===== config.mk =====
export PLATFORM = sky130hd
export DESIGN_NAME = pa_out_sched
export DESIGN_NICKNAME = d
export VERILOG_FILES = /design/src/rtl/pa_out_sched.sv
export SDC_FILE = /design/constraint.sdc
export NUM_CORES = 1
export LEC_CHECK = 0
export BUFFER_PORTS_ARGS = -buffer_cell sky130_fd_sc_hd__buf_2
export CAP_MARGIN = 15
export CORE_MARGIN = 2
export CORE_UTILIZATION = 25
export DETAILED_ROUTE_END_ITERATION = 8
export PLACE_DENSITY = 0.52
export SLEW_MARGIN = 15
export SYNTH_ARGS = -nofsm -noshare
export SYNTH_HDL_FRONTEND = slang
export SYNTH_SLANG_ARGS = --single-unit

===== constraint.sdc =====
create_clock -name clock -period 1.85 [get_ports clock]
set_input_delay 0.37 -clock clock [delete_from_list [all_inputs] [get_ports clock]]
set_output_delay 0.37 -clock clock [all_outputs]
set_load 0.01 [all_outputs]

===== src/rtl/pa_out_sched.sv =====
// Output scheduler: pops one word from datapath F0 into A0, then holds it for max(dwell,1) cycles.
// Sticky underrun flags a word that was due while F0 was empty.
module pa_out_sched #(
    parameter int unsigned DWELL_W = 8,
    parameter logic [2:0]  CS_LOAD = 3'b000,
    parameter logic [2:0]  CS_HOLD = 3'b001
) (
    input  logic               clock,
    input  logic               reset_n,
    input  logic               en,
    input  logic [DWELL_W-1:0] dwell,
    input  logic               f0_empty,
    input  logic               clr_underrun,
    output logic [2:0]         cs_addr,
    output logic               load,
    output logic               busy,
    output logic               underrun,
    output logic [7:0]         word_cnt
);

    typedef enum logic [1:0] {StIdle, StLoad, StHold, StWait} state_e;

    state_e             r_state;
    state_e             w_state_nxt;
    logic [DWELL_W-1:0] r_hold_cnt;
    logic [DWELL_W-1:0] w_dwell_eff;
    logic               w_hold_last;
    logic               w_set_underrun;
    logic               r_underrun;
    logic [7:0]         r_word_cnt;

    assign w_dwell_eff    = (dwell == '0) ? DWELL_W'(1) : dwell;
    assign w_hold_last    = (r_hold_cnt <= DWELL_W'(1));
    assign w_set_underrun = (r_state == StHold) && w_hold_last && en && f0_empty;

    always_ff @(posedge clock or negedge reset_n) begin
        if (!reset_n) begin
            r_state <= StIdle;
        end else begin
            r_state <= w_state_nxt;
        end
    end

    always_comb begin
        w_state_nxt = r_state;
        unique case (r_state)
            StIdle: if (en && !f0_empty) w_state_nxt = StLoad;
            StLoad: w_state_nxt = StHold;
            StHold: begin
                if (w_hold_last) begin
                    if (!en)           w_state_nxt = StIdle;
                    else if (f0_empty) w_state_nxt = StWait;
                    else               w_state_nxt = StLoad;
                end
            end
            StWait: begin
                if (!en)            w_state_nxt = StIdle;
                else if (!f0_empty) w_state_nxt = StLoad;
            end
            default: w_state_nxt = StIdle;
        endcase
    end

    // Dwell is captured only in LOAD so later changes cannot disturb a hold in progress.
    always_ff @(posedge clock or negedge reset_n) begin
        if (!reset_n) begin
            r_hold_cnt <= '0;
            r_word_cnt <= '0;
            r_underrun <= 1'b0;
        end else begin
            if (r_state == StLoad) begin
                r_hold_cnt <= w_dwell_eff;
                r_word_cnt <= r_word_cnt + 8'd1;
            end else if (r_state == StHold && r_hold_cnt != '0) begin
                r_hold_cnt <= r_hold_cnt - DWELL_W'(1);
            end
            if (w_set_underrun) begin
                r_underrun <= 1'b1;
            end else if (clr_underrun) begin
                r_underrun <= 1'b0;
            end
        end
    end

    // Outputs depend on registered state only, so cs_addr has no input-to-output path.
    always_comb begin
        load     = (r_state == StLoad);
        busy     = (r_state != StIdle);
        cs_addr  = (r_state == StLoad) ? CS_LOAD : CS_HOLD;
        underrun = r_underrun;
        word_cnt = r_word_cnt;
    end

endmodule


# Word level (Yosys, flattened, before mapping)

Cells that the tools add are included.

Bits of input ports: 13
Logic and storage cells: 39
RAM bits: 0
Memory bits (read-only): 0
Output and inout bits: 14
Register bits after elaboration: 19
Memories kept: 0
Latch bits: 0

Divide/modulo/power cells: 0
Magnitude comparators: 1
Add/subtract/negate cells: 2
Bitwise logic cells: 0
Shift-type cells: 0
Reduce and logical (&&, ||, !) cells: 13
$mul: 0
Mux-type cells: 13
Eq/ne operators: 6

Operators with widths:

| cell                | number |
|---|---|
| $mux 8              | 3 |
| $mux 2              | 6 |
| $add 8x1->8 const B | 1 |
| $le 8x1->1 const B  | 1 |
| $logic_not 8->1     | 1 |
| $pmux 2 s4          | 1 |
| $reduce_bool 8->1   | 1 |
| $sub 8x1->8 const B | 1 |
| $reduce_bool 2->1   | 3 |
| $logic_and 1x1->1   | 5 |
| $eq 2x2->1 const B  | 2 |
| $ne 2x2->1 const B  | 2 |
| $mux 1              | 3 |
| $ne 3x3->1 const B  | 1 |
| $reduce_and 3->1    | 1 |
| $eq 2x1->1 const B  | 1 |
| $logic_not 2->1     | 1 |
| $logic_not 1->1     | 1 |

# Logic depth before layout (Yosys ltp)

Gate-level depths: netlist of the first run.

Depth in word-level cells: 5
Depth in mapped cells: 7

# Least setup slack after synthesis of the first run

OpenSTA, ideal clock, no wires.

Path type: register -> register
Start point: reg r_hold_cnt[0]
End point: reg r_hold_cnt[6]
Setup slack: 0.172 ns
Stages on the path, launching flop included: 7
Data required time: 1.713 ns
Arrival: 1.541 ns
Path buffers: 0
Library setup time: 0.137 ns
Cells stage by stage: dfrtp_1 -> inv_1 -> ha_1 -> or4b_4 -> nor4_2 -> xnor2_1 -> a21oi_1

Cells in the longest elaborated chain, start to end: 3
Elaborated cells between the ends (all ways): 6
Those cells by class: add/sub (1); mux (2); reduce/logical (3)

Ends and longest elaborated chain:

| item                                                    | line   | source |
|---|---|---|
| from (decl)                                             | 25     | `logic [DWELL_W-1:0] r_hold_cnt;` |
| from (signal assigned)                                  | 72     | `r_hold_cnt <= w_dwell_eff;` |
| from (signal assigned)                                  | 75     | `r_hold_cnt <= r_hold_cnt - DWELL_W'(1);` |
| $sub 8x1->8 / $reduce_bool 8->1 (equally long branches) | 75, 74 |  |
| $mux 8 / $logic_and 1x1->1 (equally long branches)      | 74     | `end else if (r_state == StHold && r_hold_cnt != '0) begin` |
| $mux 8 / $reduce_bool 2->1 (equally long branches)      | -      |  |

Parallel ways exist; a longest one is shown, timed or not. The select of a mux whose other input is x is not followed.
A chain may end at the register's enable or synchronous reset.

# Worst setup path in the final report of the first run

Start point: reg r_hold_cnt[1]
End point: reg r_hold_cnt[6]

Same word-level chain as after synthesis.

==> results of run 1 <==
-- layout make-up --
type                       count  area, µm²
clock inverter                 1       5.00
fill                         421       2730
inverter                       5       18.8
timing repair buffer          29        158
sequential                    19        475
multi-input combinational     81        572
clock buffer                   3       41.3
tap                           50       62.6
-- logic make-up after synthesis --
family	count (synthesis)
and+or+nand+nor	46
AOI/OAI and AO/OA	22
DFF	19
buffers and inverters	11
xor gates and xnor gates	8
adders and majority gates	3
other	1
-- cell usage after synthesis --
master                     number
sky130_fd_sc_hd__or4_1          1
sky130_fd_sc_hd__dfrtp_1       19
sky130_fd_sc_hd__nor2b_1        4
sky130_fd_sc_hd__conb_1         1
sky130_fd_sc_hd__buf_2          2
sky130_fd_sc_hd__or4b_4         1
sky130_fd_sc_hd__clkbuf_1       2
sky130_fd_sc_hd__nor3_1         4
sky130_fd_sc_hd__buf_4          2
sky130_fd_sc_hd__and4_1         1
sky130_fd_sc_hd__nand4b_1       2
sky130_fd_sc_hd__nor2_1         4
sky130_fd_sc_hd__a211oi_1       5
sky130_fd_sc_hd__xnor2_1        7
sky130_fd_sc_hd__xor2_1         1
sky130_fd_sc_hd__nor4_4         1
sky130_fd_sc_hd__a32oi_1        2
sky130_fd_sc_hd__nand2_1        8
sky130_fd_sc_hd__and2_1         1
sky130_fd_sc_hd__o211ai_1       2
sky130_fd_sc_hd__a31o_2         1
sky130_fd_sc_hd__nor4_2         1
sky130_fd_sc_hd__or3_1          2
sky130_fd_sc_hd__o32ai_1        1
sky130_fd_sc_hd__inv_2          1
sky130_fd_sc_hd__nand3_1        8
sky130_fd_sc_hd__ha_1           3
sky130_fd_sc_hd__nand2b_1       3
sky130_fd_sc_hd__or2_1          1
sky130_fd_sc_hd__o21ai_0        2
sky130_fd_sc_hd__a21oi_1        6
sky130_fd_sc_hd__a31o_1         1
sky130_fd_sc_hd__a31oi_1        2
sky130_fd_sc_hd__inv_1          4
sky130_fd_sc_hd__nor4_1         1
sky130_fd_sc_hd__nand4_1        3
-- state kept, by name (all words and copies together), names as in the netlist --
| name | cells |
|---|---|
| r_hold_cnt | 8 |
| r_state | 2 |
| underrun | 1 |
| word_cnt | 8 |
-- path summary, 6_finish.rpt --
kind / from / end / slack (ns) / depth (start not counted)
max in group asynchronous: reset_n / r_hold_cnt[6] / 1.49 / 1
max: r_hold_cnt[1] / r_hold_cnt[6] / 0.12 / 6
min: reset_n / word_cnt[3] / 0.05 / 1
min in group clock: clr_underrun / underrun / 0.28 / 2
min reg2reg: word_cnt[7] / word_cnt[7] / 0.47 / 1
max reg2reg: r_hold_cnt[1] / r_hold_cnt[6] / 0.12 / 6
-- where the power goes --
part           switching, µW  total (µW)  internal [µW]  leakage, µW
Sequential               179         727            547     0.000240
Combinational            426         796            370     0.000312
Clock                    144         294            150    0.0000255
-- worst max-delay path: stages, from the launching register on --
cell and delay (ns):
sky130_fd_sc_hd__dfrtp_1 0.40, sky130_fd_sc_hd__inv_1 0.16, sky130_fd_sc_hd__ha_4 0.18, sky130_fd_sc_hd__or4b_4 0.49, sky130_fd_sc_hd__nor4_4 0.16, sky130_fd_sc_hd__xnor2_1 0.14
sky130_fd_sc_hd__a21oi_1 0.08
-- routing by layer --
| metal | up-vias | part of all wire | wire length (µm) | global-route usage |
|---|---|---|---|---|
| met2 | 28 | 0.47 | 1150 | 0.182 |
| li1 | 454 | - | - | - |
| met4 | 0 | 0.0094 | 23 | 0.0283 |
| met5 | - | 0 | 0 | 0 |
| met1 | 437 | 0.46 | 1140 | 0.122 |
| met3 | 2 | 0.057 | 139 | 0.0407 |
-- metrics by stage --
| step | total power, µW | worst slack (ns) | std cells | hold slack [ns] | area (µm²) |
|---|---|---|---|---|---|
| global route | 1980 | 0.0119 | 188 | 0.0732 | 1330 |
| detailed placement | 1470 | 0.0853 | 184 | 0.345 | 1260 |
| global placement | 1450 | 0.128 | 184 | 0.335 | 1260 |
| CTS | 1770 | 0.0677 | 188 | 0.0586 | 1310 |
| finish | 1820 | 0.117 | 188 | 0.0500 | 1330 |
| floorplan | 1230 | 0.172 | 111 | 0.0744 | 1070 |
-- timing repair --
action,CTS,global route
setup endpoints to repair,0,1
hold buffers,0,0
resized for setup,0,4
==> metrics.txt, run 1 <==
status finished clean; Util after Layout 0.328; Post-Synth XOR/XNOR Area 0.0657; period utilization 0.937; worst path required time 1.99 ns; number of I/O port buffers 24; Total Wirelength 2460 µm; clock tree from TritonCTS yes; Max Clock Freq 577 MHz; area fraction in compound gates after synthesis 0.140; transition time of the tightest slew-check pin 0.501 ns; Clk Latency, worst-skew pair 0.26 ns; initial cell density of the core 0.263; Crit Path Category reg -> reg; RSZ-0062 raised after global routing false; Core Box Area 0.00406 mm²; Critical Path Start Type flop; Net count, final 155; area share of fa/ha/maj cells after synthesis 0.0352; combinational family with the most area after synthesis simple AND/OR/NAND/NOR gates; Std-Cell Rows 23; root buffer cell sky130_fd_sc_hd__clkbuf_8; sequential area share after synthesis 0.445; peak ir drop on the vdd network 0.000625 V; number of buffers created by CTS 3; GR Overflow Total 0; horizontal extent of the die 69.3 µm; routed vias/inst 4.90; Leakage 0.000578 µW; Setup Viol. Count Final 0; CTS sink cnt 19; num ports 27; post-CTS setup buffer count 0; via count of the routed design 921; Max FO, Critical Path 5; All-Layer GR Usage 0.105; multiplexer share of the synthesized area 0; Area contributors post-synth sky130_fd_sc_hd__dfrtp_1 45%, sky130_fd_sc_hd__xnor2_1 5.7%, sky130_fd_sc_hd__nand3_1 3.8%, sky130_fd_sc_hd__a211oi_1 3.5%, sky130_fd_sc_hd__ha_1 3.5%; area enclosed by the die boundary 0.00481 mm²; setup TNS 0 ns; growth of design area from synthesis to finish 24.9%; initial antenna violation count 0; Slew headroom 0.664; Worst-path clk slew 0.07 ns; vias in the first global route 954; final hold violations 0; length of the first detailed-routing pass in iterations 4; count of state elements after synthesis 19; # H-tree levels 1; instance count of the mapped netlist 110; Power per Cell Area 1360 mW/mm²; most used cells in the layout excluding fill and tap cells 24 x sky130_fd_sc_hd__buf_2, 19 x sky130_fd_sc_hd__dfrtp_1, 8 x sky130_fd_sc_hd__nand2_1, 8 x sky130_fd_sc_hd__nand3_1, 7 x sky130_fd_sc_hd__xnor2_1; most area-hungry cell type in the Yosys netlist sky130_fd_sc_hd__dfrtp_1; pin count of the biggest net entering global routing 20; drc violations 0; count of antenna diodes in the layout 0; path category of the worst min-delay check in -> async; Post-Route Skew 0.00152 ns; first-pass GRT wire length 4200 µm; share of the synthesized area in the top cell type 0.445; max-slew violation count 0; average instance area after synthesis 9.70 µm²; share of final-layout standard cells stronger than drive strength 1 0.290; maxcap violations 0; number of warnings issued by yosys 0; data arrival time at the worst-slack endpoint 1.88 ns; Detailed Route Iter0 Violations 14; simple logic cell fraction of the synthesized area 0.263; Longest Clk Path Bufs 2; post-layout min period 1.73 ns; Critical Path End Type flop; Die Ht 69.3 µm; placer congestion estimate 0.836; post-detailed-placement half-perimeter wirelength 1860 µm; remaining antenna violation count 0; detail-routed net length per standard cell 13.1 µm; most common cell after layout, fill and taps aside sky130_fd_sc_hd__buf_2; Synth Cell Area 0.00107 mm²; post-synthesis cell type count 36
No activity file was read; power rests on OpenSTA's default activity.
==> inputs of run 2 (changes only) <==
Settings changed: REMOVE_ABC_BUFFERS from default to 1.
Clock period 1.85 ns to 2.1 ns, I/O delays scaled along.
==> run 2 against run 1 <==
Compared with the run above: final cell count decreased by 2.1%; wire length decreased by 5.5%; non-clock buffer count decreased by 4; sequential share of layout area increased by 1.6 points; global-route usage decreased by 0.43 points; hold slack improved by 0.046 ns; critical path depth unchanged; maximum frequency decreased by 4.5%; first-iteration DRC count increased by 29%; critical path type unchanged.
==> metrics.txt, run 2 (same netlist as run 1, synthesis figures left out) <==
Longest Clk Path Bufs 2 (unchanged); CTS-repair resized insts 0 (unchanged); number of buffers created by CTS 3 (unchanged); Worst-path clk slew 0.08 ns (was 0.07 ns); Std-Cell Rows 23 (unchanged); GR Overflow Total 0 (unchanged); max-slew violation count 0 (unchanged); data arrival time at the worst-slack endpoint 1.94 ns (was 1.88 ns); stage delay of the slowest cell on the critical path 0.50 ns (was 0.49 ns); growth of design area from synthesis to finish 19.5% (was 24.9%); number of standard cells in the final layout excluding fillers 184 (was 188); Critical Path Start Type flop (unchanged); share of power burned in the clock network 0.173 (was 0.162); most used cells in the layout excluding fill and tap cells 24 x sky130_fd_sc_hd__buf_2, 19 x sky130_fd_sc_hd__dfrtp_1, 8 x sky130_fd_sc_hd__nand2_1, 8 x sky130_fd_sc_hd__nand3_1, 7 x sky130_fd_sc_hd__xnor2_1 (unchanged); drc violations 0 (unchanged); Crit Path Category reg -> reg (unchanged); Leakage 0.000557 µW (was 0.000578 µW); number of buffers added to fix hold violations after cts 0 (unchanged); CTS sink cnt 19 (unchanged); via count of the routed design 914 (was 921); count of antenna diodes in the layout 0 (unchanged); length of the first detailed-routing pass in iterations 4 (unchanged); part of the power in registers 0.444 (was 0.400); detail-routed net length per standard cell 12.6 µm (was 13.1 µm); total instance count after detailed placement 180 (was 184); number of filler instances in the final layout 423 (was 421); Total Wirelength 2320 µm (was 2460 µm); cell type group with the largest total delay on the critical path simple AND/OR/NAND/NOR gates (unchanged); All-Layer GR Usage 0.101 (was 0.105); area enclosed by the die boundary 0.00481 mm² (unchanged); Critical Path, Cell by Cell inv_1 > ha_1 > or4b_4 > nor4_2 > xnor2_1 > a21oi_1 (was inv_1 > ha_4 > or4b_4 > nor4_4 > xnor2_1 > a21oi_1); origin of the worst setup path r_hold_cnt[0] (was r_hold_cnt[1]); share of power burned in combinational logic 0.383 (was 0.438); first-pass GRT wire length 3940 µm (was 4200 µm); area used by multi-input combinational logic 544 µm² (was 572 µm²); number of I/O port buffers 24 (unchanged); pin count of the biggest net entering global routing 20 (unchanged); post-layout min period 1.82 ns (was 1.73 ns); R2R Path Start r_hold_cnt[0] (was r_hold_cnt[1]); Setup Viol. Count Final 0 (unchanged); Core Box Area 0.00406 mm² (unchanged); Placement Setup Slack 0.315 ns (was 0.0853 ns); clock tree from TritonCTS yes (unchanged); Net count, final 151 (was 155); Max Clock Freq 551 MHz (was 577 MHz); Internal Dissipation 881 µW (was 1070 µW); Crit path buffers/inverters 1 (unchanged); Detailed Route Iter0 Violations 18 (was 14); endpoint of the worst-slack reg-to-reg timing path r_hold_cnt[6] (unchanged); placer congestion estimate 0.781 (was 0.836); status finished clean (unchanged); setup TNS 0 ns (unchanged); worst path required time 2.23 ns (was 1.99 ns); Clk Latency, worst-skew pair 0.26 ns (about the same); switching component of the power 620 µW (was 749 µW); vias in the first global route 891 (was 954); # H-tree levels 1 (unchanged); R2R setup slack 0.28 ns (was 0.12 ns); period utilization 0.864 (was 0.937); initial cell density of the core 0.263 (unchanged); num ports 27 (unchanged); depth of the critical timing path with buffers and inverters included 6 (unchanged); initial antenna violation count 0 (unchanged); final hold violations 0 (unchanged); switching part of the total 0.413 (was 0.412); Max FO, Critical Path 5 (unchanged); Post-Route Skew 0.00452 ns (was 0.00152 ns); routed vias/inst 4.97 (was 4.90); finished layout cell area 0.00127 mm² (was 0.00133 mm²); Power per Cell Area 1180 mW/mm² (was 1360 mW/mm²); maxcap violations 0 (unchanged); most common cell after layout, fill and taps aside sky130_fd_sc_hd__buf_2 (unchanged); peak ir drop on the vdd network 0.000391 V (was 0.000625 V); path category of the worst min-delay check in -> async (unchanged); root buffer cell sky130_fd_sc_hd__clkbuf_8 (unchanged); remaining antenna violation count 0 (unchanged); Reg area 475 µm² (unchanged); Setup WS post-layout 0.285 ns (was 0.117 ns); Register-to-Register Path Depth 6 (unchanged); Critical Path End Type flop (unchanged); RSZ-0062 raised after global routing false (unchanged); post-detailed-placement half-perimeter wirelength 1760 µm (was 1860 µm); share of final-layout standard cells stronger than drive strength 1 0.254 (was 0.290); standard cell with the maximum stage delay on the critical path sky130_fd_sc_hd__or4b_4 (unchanged); Die Ht 69.3 µm (unchanged); horizontal extent of the die 69.3 µm (unchanged); post-CTS setup buffer count 0 (unchanged); total placed instance area 0.00123 mm² (was 0.00126 mm²)
[run 2: changes by cell type in the layout (fill, tap and decap cells not counted), sizes merged]
cell	change
buf	-4
[run 2: worst reg2reg max path: stages (launching register included)]
cell,delay [ns]
sky130_fd_sc_hd__dfrtp_1,0.43
sky130_fd_sc_hd__inv_1,0.12
sky130_fd_sc_hd__ha_1,0.23
sky130_fd_sc_hd__or4b_4,0.50
sky130_fd_sc_hd__nor4_2,0.17
sky130_fd_sc_hd__xnor2_1,0.15
sky130_fd_sc_hd__a21oi_1,0.08
[run 2: worst max path at each step]
stage	to	slack (ns)
2_1_floorplan	r_hold_cnt[6]	0.42
3_5_place_dp	r_hold_cnt[6]	0.32
4_1_cts	r_hold_cnt[6]	0.29
5_1_grt	cs_addr[0]	0.20
6_report	r_hold_cnt[6]	0.28
3_3_place_gp	r_hold_cnt[6]	0.35
[run 2: final cells by class]
class | instances | area share
clock inverter | 1 | 0.00393
multi-input combinational | 81 | 0.427
inverter | 5 | 0.0147
clock buffer | 3 | 0.0324
sequential | 19 | 0.373
timing repair buffer | 25 | 0.100
tap | 50 | 0.0491
[run 2: through the flow]
stage          power [µW]  hold WS (ns)   util
4_1_cts              1520         0.104  0.314
2_1_floorplan        1070         0.124      -
3_3_place_gp         1230         0.388  0.303
5_1_grt              1630         0.117  0.314
6_report             1500        0.0965  0.314
3_5_place_dp         1250         0.392  0.303
[run 2: layer usage]
metal	track usage	routed length (µm)
met3	0.0320	121
met2	0.166	1030
met4	0.0479	62
met5	0	0
met1	0.120	1110
[run 2: power by group through the flow]
stage	clock, µW	sequential, µW	combinational (µW)
final	260	666	574
after global routing	289	691	645
after CTS	271	666	580
after detailed placement	0	672	576
after global placement	0	667	568
after floorplan	0	644	422
